`src/rtl/riscv_pkg.sv`:
```
// Shared RISC-V decode definitions: opcode constants (instruction bits [6:2]),
// the immediate-format select consumed by the immediate extender and the EX
// operand muxes, the canonical NOP, and the decode-slot state encoding.
package riscv_pkg;

  // Major opcodes, bits [6:2] of the instruction (bits [1:0] are always 2'b11).
  localparam logic [4:0] R_TYPE  = 5'b01100;
  localparam logic [4:0] I_COMP  = 5'b00100;
  localparam logic [4:0] I_LOAD  = 5'b00000;
  localparam logic [4:0] I_JALR  = 5'b11001;
  localparam logic [4:0] STORE   = 5'b01000;
  localparam logic [4:0] B_TYPE  = 5'b11000;
  localparam logic [4:0] U_LUI   = 5'b01101;
  localparam logic [4:0] U_AUIPC = 5'b00101;
  localparam logic [4:0] J_JAL   = 5'b11011;

  // addi x0, x0, 0
  localparam logic [31:0] NOP = 32'h0000_0013;

  // Immediate format select; value 6 is unused, 7 flags an unsupported opcode.
  typedef enum logic [2:0] {
    FMT_R   = 3'd0,
    FMT_I   = 3'd1,
    FMT_S   = 3'd2,
    FMT_B   = 3'd3,
    FMT_U   = 3'd4,
    FMT_J   = 3'd5,
    FMT_ILL = 3'd7
  } imm_fmt_t;

  // Occupancy of the IF/ID slot.
  typedef enum logic [1:0] {
    ST_EMPTY  = 2'd0,
    ST_FULL   = 2'd1,
    ST_HAZARD = 2'd2
  } dec_state_t;

endpackage

```
`src/rtl/decode_fmt.sv`:
```
// Opcode classifier: maps instruction bits [6:2] to the immediate format and
// to which source-register fields are actually read. Purely combinational so
// the immediate extender select can share it.
module decode_fmt
  import riscv_pkg::*;
(
  input  logic [4:0] opcode,
  output imm_fmt_t   fmt,
  output logic       illegal,
  output logic       rs1_used,
  output logic       rs2_used
);

  // Format lookup; register usage follows from the format.
  always_comb begin
    // NOTE: every output gets a default before the case so no path can leave
    // one unassigned, which would otherwise infer a latch.
    fmt      = FMT_ILL;
    illegal  = 1'b0;
    rs1_used = 1'b0;
    rs2_used = 1'b0;
    unique case (opcode)
      R_TYPE: begin
        fmt      = FMT_R;
        rs1_used = 1'b1;
        rs2_used = 1'b1;
      end
      I_COMP, I_LOAD, I_JALR: begin
        fmt      = FMT_I;
        rs1_used = 1'b1;
      end
      STORE: begin
        fmt      = FMT_S;
        rs1_used = 1'b1;
        rs2_used = 1'b1;
      end
      B_TYPE: begin
        fmt      = FMT_B;
        rs1_used = 1'b1;
        rs2_used = 1'b1;
      end
      U_LUI, U_AUIPC: begin
        fmt = FMT_U;
      end
      J_JAL: begin
        fmt = FMT_J;
      end
      default: begin
        fmt     = FMT_ILL;
        illegal = 1'b1;
      end
    endcase
  end

endmodule

```
`src/rtl/decode_ctrl.sv`:
```
// Decode-stage sequencer: owns the IF/ID slot, handshakes with fetch and
// execute, inserts a single bubble on a load-use hazard against EX and drops
// the slot on a branch/jump flush.
// Build option: define DECODE_CTRL_PERF_EN to instantiate the stall_cycles
// counter; otherwise the port is tied to zero.
module decode_ctrl
  import riscv_pkg::*;
(
  input  logic        clk,
  input  logic        rst_n,
  input  logic        if_valid,
  input  logic [31:0] if_inst,
  input  logic [31:0] if_pc,
  output logic        if_ready,
  input  logic        ex_ready,
  input  logic        ex_load_valid,
  input  logic [4:0]  ex_load_rd,
  input  logic        flush,
  output logic        id_valid,
  output logic [31:0] id_inst,
  output logic [31:0] id_pc,
  output logic [2:0]  id_fmt,
  output logic        id_illegal,
  output logic [31:0] stall_cycles
);

  dec_state_t  state;
  logic [31:0] inst_q;
  logic [31:0] pc_q;

  imm_fmt_t    fmt;
  logic        illegal;
  logic        rs1_used;
  logic        rs2_used;
  logic        rs1_hit;
  logic        rs2_hit;
  logic        hazard;

  decode_fmt u_decode_fmt (
    .opcode   (inst_q[6:2]),
    .fmt      (fmt),
    .illegal  (illegal),
    .rs1_used (rs1_used),
    .rs2_used (rs2_used)
  );

  assign id_inst    = inst_q;
  assign id_pc      = pc_q;
  assign id_fmt     = fmt;
  assign id_illegal = illegal;

  // Load-use check: only sources the held instruction really reads count, and
  // a load into x0 never produces a dependency.
  always_comb begin
    rs1_hit = rs1_used && (inst_q[19:15] == ex_load_rd);
    rs2_hit = rs2_used && (inst_q[24:20] == ex_load_rd);
    hazard  = (state == ST_FULL) && ex_load_valid && (ex_load_rd != 5'd0)
              && (rs1_hit || rs2_hit);
  end

  // Handshake outputs: flush silences both sides regardless of state.
  always_comb begin
    id_valid = 1'b0;
    if_ready = 1'b0;
    if (!flush) begin
      unique case (state)
        ST_EMPTY: begin
          if_ready = 1'b1;
        end
        ST_FULL: begin
          if (!hazard) begin
            id_valid = 1'b1;
            if_ready = ex_ready;
          end
        end
        default: begin
          id_valid = 1'b0;
          if_ready = 1'b0;
        end
      endcase
    end
  end

  // Slot state and contents: reset beats flush, flush beats the handshake.
  always_ff @(posedge clk) begin
    // NOTE: state is written with non-blocking assignments so every flop
    // samples pre-edge values regardless of block ordering.
    if (!rst_n) begin
      // NOTE: the slot contents are reset too, so id_inst shows a clean NOP
      // and id_pc zero straight out of reset instead of X.
      state  <= ST_EMPTY;
      inst_q <= NOP;
      pc_q   <= '0;
    end else if (flush) begin
      state  <= ST_EMPTY;
      inst_q <= NOP;
    end else begin
      unique case (state)
        ST_EMPTY: begin
          if (if_valid) begin
            inst_q <= if_inst;
            pc_q   <= if_pc;
            state  <= ST_FULL;
          end
        end
        ST_FULL: begin
          if (hazard) begin
            state <= ST_HAZARD;
          end else if (ex_ready) begin
            if (if_valid) begin
              inst_q <= if_inst;
              pc_q   <= if_pc;
            end else begin
              state <= ST_EMPTY;
            end
          end
        end
        ST_HAZARD: begin
          // One bubble only; the load has moved on by the next cycle.
          state <= ST_FULL;
        end
        default: begin
          state <= ST_EMPTY;
        end
      endcase
    end
  end

`ifdef DECODE_CTRL_PERF_EN
  logic perf_stall;

  // A stall cycle is a bubble cycle or an offered instruction EX refuses.
  assign perf_stall = (state == ST_HAZARD)
                      || ((state == ST_FULL) && id_valid && !ex_ready);

  // Free-running stall counter, wraps naturally at 2^32.
  always_ff @(posedge clk) begin
    if (!rst_n) begin
      stall_cycles <= '0;
    end else if (perf_stall) begin
      stall_cycles <= stall_cycles + 32'd1;
    end
  end
`else
  assign stall_cycles = '0;
`endif

endmodule

```
`config.mk`:
```
export PLATFORM = sky130hd
export DESIGN_NAME = decode_ctrl
export DESIGN_NICKNAME = d
export VERILOG_FILES = /design/src/rtl/riscv_pkg.sv /design/src/rtl/decode_fmt.sv /design/src/rtl/decode_ctrl.sv
export SDC_FILE = /design/constraint.sdc
export NUM_CORES = 1
export LEC_CHECK = 0
export ABC_CLOCK_PERIOD_IN_PS = 2600
export CAP_MARGIN = 30
export CORE_MARGIN = 4
export CORE_UTILIZATION = 40
export DETAILED_ROUTE_END_ITERATION = 12
export GPL_TIMING_DRIVEN = 0
export HOLD_SLACK_MARGIN = 0.15
export PLACE_DENSITY = 0.81
export RECOVER_POWER = 50
export SYNTH_ARGS = -nofsm -noshare
export SYNTH_HDL_FRONTEND = slang
export SYNTH_SLANG_ARGS = --single-unit
```
`constraint.sdc`:
```
create_clock -name clk -period 2.6 [get_ports clk]
set_input_delay 0.52 -clock clk [delete_from_list [all_inputs] [get_ports clk]]
set_output_delay 0.52 -clock clk [all_outputs]
set_load 0.01 [all_outputs]
```
==> results.py, run 1 <==
metrics = {
    "run_status": {
        "outcome": "complete, no violations",
    },
    "setup_path": {
        "crit_path_end": "id_valid",
        "r2r-start": "id_inst[4]",
        "worstSetupPathType": "in -> out",
        "cp.arrival_ns": 2.01,
        "end_kind": "output pin",
        "path_max_fanout": 3,
        "r2r-end": "id_pc[18]",
        "reg2reg_depth": 9,
        "worst_setup_path_start_kind": "input pin",
        "critPathLaunch": "ex_load_rd[3]",
        "r2r_setup_slack_ns": 0.28,
        "worstPathRequired_ns": 2.08,
    },
    "finish": {
        "num_antenna_cells": 0,
        "final_area_um2": 5350,
        "nets": 643,
        "syn2layout_area_growth_pct": 57.4,
        "final_layout_size_suffix_gt1_share_pct": 21.1,
    },
    "floorplanning": {
        "core_area_um2": 8260,
        "die_w_um": 100,
        "initial_core_util_pct": 41.1,
        "rows": 33,
        "io_pins": 177,
        "die_y_um": 100,
        "dieArea_um2": 10000,
    },
    "detailed_routing": {
        "dr.pass1.iters": 4,
        "drt-initial-drc-count": 123,
        "routed_wl_um": 10900,
        "avgViaCountPerCell": 5.22,
        "avgRoutedWirePerCell_um": 16.1,
        "post-route-drc-count": 0,
        "dr_total_vias": 3539,
        "ant_nets": 0,
    },
    "global_routing": {
        "grt-ovfl-total": 0,
        "grt_usage_pct": 20.9,
        "grt_max_degree": 19,
        "grt_pass1_wl_um": 17000,
        "grt_pass1_vias": 3495,
        "antenna_found_initial": 0,
    },
    "clock_network": {
        "h-tree-depth": 3,
        "clk-insertion-delay-late_ns": 0.33,
        "cts.sinks": 66,
        "cts_max_path_buffers": 2,
        "cts_tree": "yes",
        "cts_buffers": 9,
        "cts_root_buffer": "clkbuf_8",
        "cts.reportedPaths.clkPinSlew_ns": 0.07,
    },
    "logic_synthesis": {
        "netlist.area_leader.share_pct": 38.9,
        "ys_seq_elements": 66,
        "synth_area_um2": 3400,
        "ys_warn_count": 0,
        "yosysUniqueCellTypes": 38,
        "syn_inst": 380,
        "avgSynthCellArea_um2": 8.94,
        "synth_seq_area_share_pct": 38.9,
        "synth_top_area_cell": "dfxtp_1",
        "netlist_top_cells_area": "dfxtp_1 39%, o31ai_2 9.9%, a21oi_1 9.0%",
    },
    "timing": {
        "fin_skew_ns": 0.00784,
        "worst_slew_pin_slew_ns": 0.544,
        "timing.final.ws_setup_ns": 0.0703,
        "hold_viol_final": 0,
        "slew_violations": 0,
        "timing.fmax_mhz": 395,
        "relSlewSlack_pct": 63.7,
        "setup-violations-final": 0,
        "period_needed_ns": 2.53,
        "rsz0062_at_grt": "false",
        "finalCritPeriodShare_pct": 97.3,
    },
    "placement": {
        "dp_slack_ns": -0.951,
        "place_congestion": 0.825,
        "port_buffers": 143,
        "hpwl_um": 8060,
        "placed_area_um2": 5080,
    },
    "pwr": {
        "irDropWorstVdd_uv": 350,
        "powerDensity_nw_per_um2": 461,
        "p_leak_nw": 2.15,
        "p_total_mw": 2.46,
    },
    "worst_hold_path": {
        "hold_path.class": "reg -> reg",
    },
    "flow_run": {
        "drv_cap": 0,
    },
}
[cells in the mapped netlist]
master	instances
a31oi_1	1
buf_6	1
buf_4	38
xnor2_1	5
conb_1	1
dfxtp_1	66
o31ai_2	27
a21oi_1	61
inv_1	5
and2_1	1
o21a_4	1
mux2_2	1
a32oi_1	2
o21ai_1	9
nand3_1	36
buf_1	2
o21bai_1	1
buf_12	4
clkbuf_1	19
or4_4	1
o31ai_1	5
xor2_1	5
nor2_2	1
a2111oi_2	1
buf_2	8
nor2b_1	1
nand4_1	33
nor2_1	4
o21ai_0	23
nor2b_4	1
a211oi_1	2
clkbuf_2	2
o32ai_1	1
nor3_1	2
nor4_2	2
o2bb2ai_1	1
nand2_1	5
nor4b_2	1
[cell type report]
cell class | count | area (µm²)
clock inverter | 4 | 48.8
multi-input combinational | 266 | 1730
buffer | 73 | 499
sequential | 66 | 1320
tap | 105 | 131
clock buffer | 12 | 165
inverter | 5 | 18.8
fill | 741 | 2910
timing repair buffer | 147 | 1430
[worst min-delay path by stage]
stage | cells after the start | start | to | slack, ns
after detailed placement | 2 | id_pc[13] | id_pc[13] | 0.46
after floorplan | 2 | id_pc[12] | id_pc[12] | 0.49
final | 2 | id_pc[13] | id_pc[13] | 0.47
after global placement | 2 | id_pc[18] | id_pc[18] | 0.45
after CTS | 2 | id_pc[13] | id_pc[13] | 0.47
after global routing | 2 | id_pc[29] | id_pc[29] | 0.49
[layer usage]
metal | up-vias | track usage (%) | wire [µm]
met5 | - | 0 | 0
met4 | 0 | 6.42 | 193
met3 | 14 | 4.73 | 701
met2 | 125 | 35.2 | 5570
met1 | 1688 | 26.5 | 4460
li1 | 1712 | - | -
[kinds of logic (layout without fill, tap and decap cells)]
logic type,Yosys count,after routing,synth area share (%)
AO/OA/AOI/OAI,135,135,27.5
AND/OR/NAND/NOR,88,88,15.1
buffers and inverters,79,241,15.4
flip-flops,66,66,38.9
XOR/XNOR,10,10,2.58
other,1,32,0.110
multiplexers,1,1,0.331
[flip-flops by register name, indices dropped and copies added, names as in the netlist]
signal / count
id_pc: 32
state: 2
id_inst: 32
[repair_timing]
action | CTS | global route
setup buffers | 4 | 0
gates resized for setup | 25 | 16
hold buffers | 0 | 0
pin swaps | 5 | 7
endpoints found under the setup margin | 2 | 2
[placed cells by master, fill, tap and decap left out, drive strengths merged, types with 3 or more instances in the layout]
cell type / Yosys / final
clkdlybuf4s50: 0 / 73
dfxtp: 66 / 66
dlygate4sd3: 0 / 63
a21oi: 61 / 61
buf: 53 / 59
nand3: 36 / 36
clkbuf: 21 / 36
nand4: 33 / 33
conb: 1 / 32
o31ai: 32 / 32
o21ai: 32 / 32
inv: 5 / 5
xor2: 5 / 5
xnor2: 5 / 5
nor2: 5 / 5
nand2: 5 / 5
clkinv: 0 / 3
[power breakdown]
group,total (mW),leakage [nW],internal [mW],switching [mW]
combinational,0.478,1.50,0.252,0.226
clock,0.907,0.112,0.520,0.387
sequential,1.08,0.539,1.05,0.0287
total,2.46,2.15,1.82,0.642
[metrics by stage]
| step | std cells | hold WS (ns) | setup TNS (ns) | util (%) |
|---|---|---|---|---|
| 2_1_floorplan | 411 | 0.493 | 0 | - |
| 3_3_place_gp | 659 | 0.455 | -2.23 | 61.5 |
| 3_5_place_dp | 659 | 0.463 | -4.64 | 61.5 |
| 4_1_cts | 678 | 0.473 | -0.0588 | 64.4 |
| 5_1_grt | 678 | 0.490 | 0 | 64.7 |
| 6_report | 678 | 0.467 | 0 | 64.7 |
[critical path, cell delays in order]
cell	delay [ns]
buf_2	0.13
or4_4	0.52
nor2_4	0.14
nor4_4	0.06
o21a_4	0.15
buf_12	0.12
nor4b_4	0.19
buf_2	0.19
(Power assumes the default switching activity.)
==> run 2, diff against run 1 <==
--- a/config.mk
+++ b/config.mk
@@ -12,7 +12,7 @@
 export DETAILED_ROUTE_END_ITERATION = 12
 export GPL_TIMING_DRIVEN = 0
 export HOLD_SLACK_MARGIN = 0.15
-export PLACE_DENSITY = 0.81
+export PLACE_DENSITY = 0.92
 export RECOVER_POWER = 50
 export SYNTH_ARGS = -nofsm -noshare
 export SYNTH_HDL_FRONTEND = slang
==> results.py, run 2 (synthesis gave the netlist of run 1 again) <==
metrics = {
    "clock_network": {
        "cts_root_buffer": "clkbuf_8",
        "cts_buffers": 9,
        "h-tree-depth": 3,
        "cts_max_path_buffers": 2,
        "cts.sinks": 66,
        "cts.reportedPaths.clkPinSlew_ns": 0.07,
        "clk-insertion-delay-late_ns": 0.33,
        "cts_hold_buf": 0,
        "cts_tree": "yes",
    },
    "placement": {
        "dp_slack_ns": -0.915,
        "placed_area_um2": 5080,
        "place_congestion": 0.865,
        "hpwl_um": 8240,
        "port_buffers": 143,
        "dp.cells": 659,
    },
    "floorplanning": {
        "io_pins": 177,
        "dieArea_um2": 10000,
        "rows": 33,
        "die_w_um": 100,
        "initial_core_util_pct": 41.1,
        "die_y_um": 100,
        "core_area_um2": 8260,
    },
    "finish": {
        "layout_common_cells": "73 x clkdlybuf4s50_1, 63 x dfxtp_1, 63 x dlygate4sd3_1",
        "final_util_pct": 65.4,
        "syn2layout_area_growth_pct": 59.0,
        "nets": 650,
        "num-fill-cells": 696,
        "num_antenna_cells": 0,
        "final_layout_size_suffix_gt1_share_pct": 21.9,
        "final_cells": 685,
        "final_area_um2": 5400,
        "layout_commonest_cell": "clkdlybuf4s50_1",
    },
    "detailed_routing": {
        "drt-initial-drc-count": 171,
        "post-route-drc-count": 0,
        "ant_nets": 0,
        "avgRoutedWirePerCell_um": 16.4,
        "avgViaCountPerCell": 5.30,
        "routed_wl_um": 11200,
        "dr_total_vias": 3630,
        "dr.pass1.iters": 4,
    },
    "global_routing": {
        "grt-busiest-layer": "met2",
        "grt-ovfl-total": 0,
        "grt_pass1_vias": 3621,
        "grt_usage_pct": 21.5,
        "grt_util_met3_pct": 4.52,
        "grt_max_degree": 12,
        "antenna_found_initial": 0,
        "met2_usage_pct": 36.7,
        "grtUsageMet1_pct": 25.7,
        "grt_pass1_wl_um": 17500,
    },
    "timing": {
        "timing.fmax_mhz": 396,
        "holdWs_ns": 0.469,
        "tns_ns": 0,
        "hold_viol_final": 0,
        "timing.final.ws_setup_ns": 0.0721,
        "setup-violations-final": 0,
        "slew_violations": 0,
        "fin_skew_ns": 0.0102,
        "finalCritPeriodShare_pct": 97.2,
        "period_needed_ns": 2.53,
    },
    "setup_path": {
        "end_kind": "output pin",
        "path_common_cell": "buf_2",
        "worst_setup_path_start_kind": "input pin",
        "cp.buffers_inverters": 3,
        "path_cells": "buf_2 > or4_4 > nor2_4 > nor4_2 > buf_4 > o21a_4 > nor4b_4 > buf_2",
        "path_max_fanout": 3,
        "critPathSlowestCell": "or4_4",
        "worstPathRequired_ns": 2.08,
        "reg2reg_depth": 11,
        "worstSetupPathType": "in -> out",
        "r2r_setup_slack_ns": 0.14,
        "critPathLaunch": "ex_load_rd[0]",
        "cp.arrival_ns": 2.01,
        "r2r-end": "id_inst[22]",
        "critical_path_cell_count": 8,
        "r2r-start": "id_inst[2]",
        "critical_path.top_delay_family": "simple AND/OR/NAND/NOR gates",
        "critical-path-max-stage-delay_ns": 0.54,
        "crit_path_end": "id_valid",
    },
    "flow_run": {
        "drv_cap": 0,
    },
    "pwr": {
        "irDropWorstVdd_uv": 308,
        "p_leak_nw": 2.18,
        "powerDensity_nw_per_um2": 477,
        "p_total_mw": 2.58,
    },
    "worst_hold_path": {
        "hp-start": "id_pc[29]",
        "hold_path.class": "reg -> reg",
    },
    "run_status": {
        "outcome": "complete, no violations",
    },
}
run 2: changes by cell type in the layout (fill, tap and decap cells not counted), sizes merged:
| cell | previous run | this run |
|---|---|---|
| bufinv | 1 | 2 |
| o21a | 1 | 2 |
| clkbuf | 36 | 35 |
| clkinvlp | 0 | 1 |
| buf | 59 | 66 |
| clkinv | 3 | 1 |
run 2: where the power goes:
part | internal [mW] | total [mW] | switching (mW)
combinational | 0.252 | 0.479 | 0.227
sequential | 1.05 | 1.08 | 0.0295
clock | 0.618 | 1.01 | 0.397
run 2: what timing repair did:
action,4_1_cts,5_1_grt
gates cloned,1,0
hold endpoints to repair,0,0
buffers inserted,8,4
setup endpoints to repair,2,13
resized for setup,24,16
pin swaps,5,9
run 2: area by class of cell:
type / count / area [µm²] / share of cell area, %
multi-input cells: 267 / 1720 / 31.9
repair buffers: 155 / 1490 / 27.6
flip-flops and latches: 66 / 1330 / 24.5
plain buffers: 71 / 475 / 8.80
clock buffers: 12 / 165 / 3.06
well taps: 105 / 131 / 2.43
clock inverters: 4 / 72.6 / 1.34
inverters: 5 / 18.8 / 0.347
run 2: metal layers:
layer	share of wire, %	up-vias	routed length (µm)
met3	6.9	33	773
met4	3.6	0	405
met1	39	1721	4420
met5	0	-	0
li1	-	1725	-
met2	50	151	5640
run 2: worst min path at each step:
stage | cells past startpoint | to
after floorplan | 2 | id_pc[12]
after global placement | 2 | id_pc[10]
after detailed placement | 2 | id_pc[30]
after CTS | 2 | id_pc[30]
after global routing | 2 | id_pc[29]
final | 2 | id_pc[29]
run 2: worst reg2reg max path: stages, from the launching register on:
cell      delay [ns]
dfxtp_2         0.33
buf_6           0.13
a211oi_2        0.23
nand4_1         0.17
nor4_4          0.28
buf_4           0.18
o21a_4          0.15
buf_4           0.23
buf_4           0.15
clkbuf_2        0.20
o21ai_0         0.13
a21oi_1         0.20
==> run 3, diff against run 2 <==
--- a/config.mk
+++ b/config.mk
@@ -13,7 +13,7 @@
 export GPL_TIMING_DRIVEN = 0
 export HOLD_SLACK_MARGIN = 0.15
 export PLACE_DENSITY = 0.92
-export RECOVER_POWER = 50
+export RECOVER_POWER = 100
 export SYNTH_ARGS = -nofsm -noshare
 export SYNTH_HDL_FRONTEND = slang
 export SYNTH_SLANG_ARGS = --single-unit
==> results of run 3 <==
Final layout, timing and power as in run 2 (identical DEF).
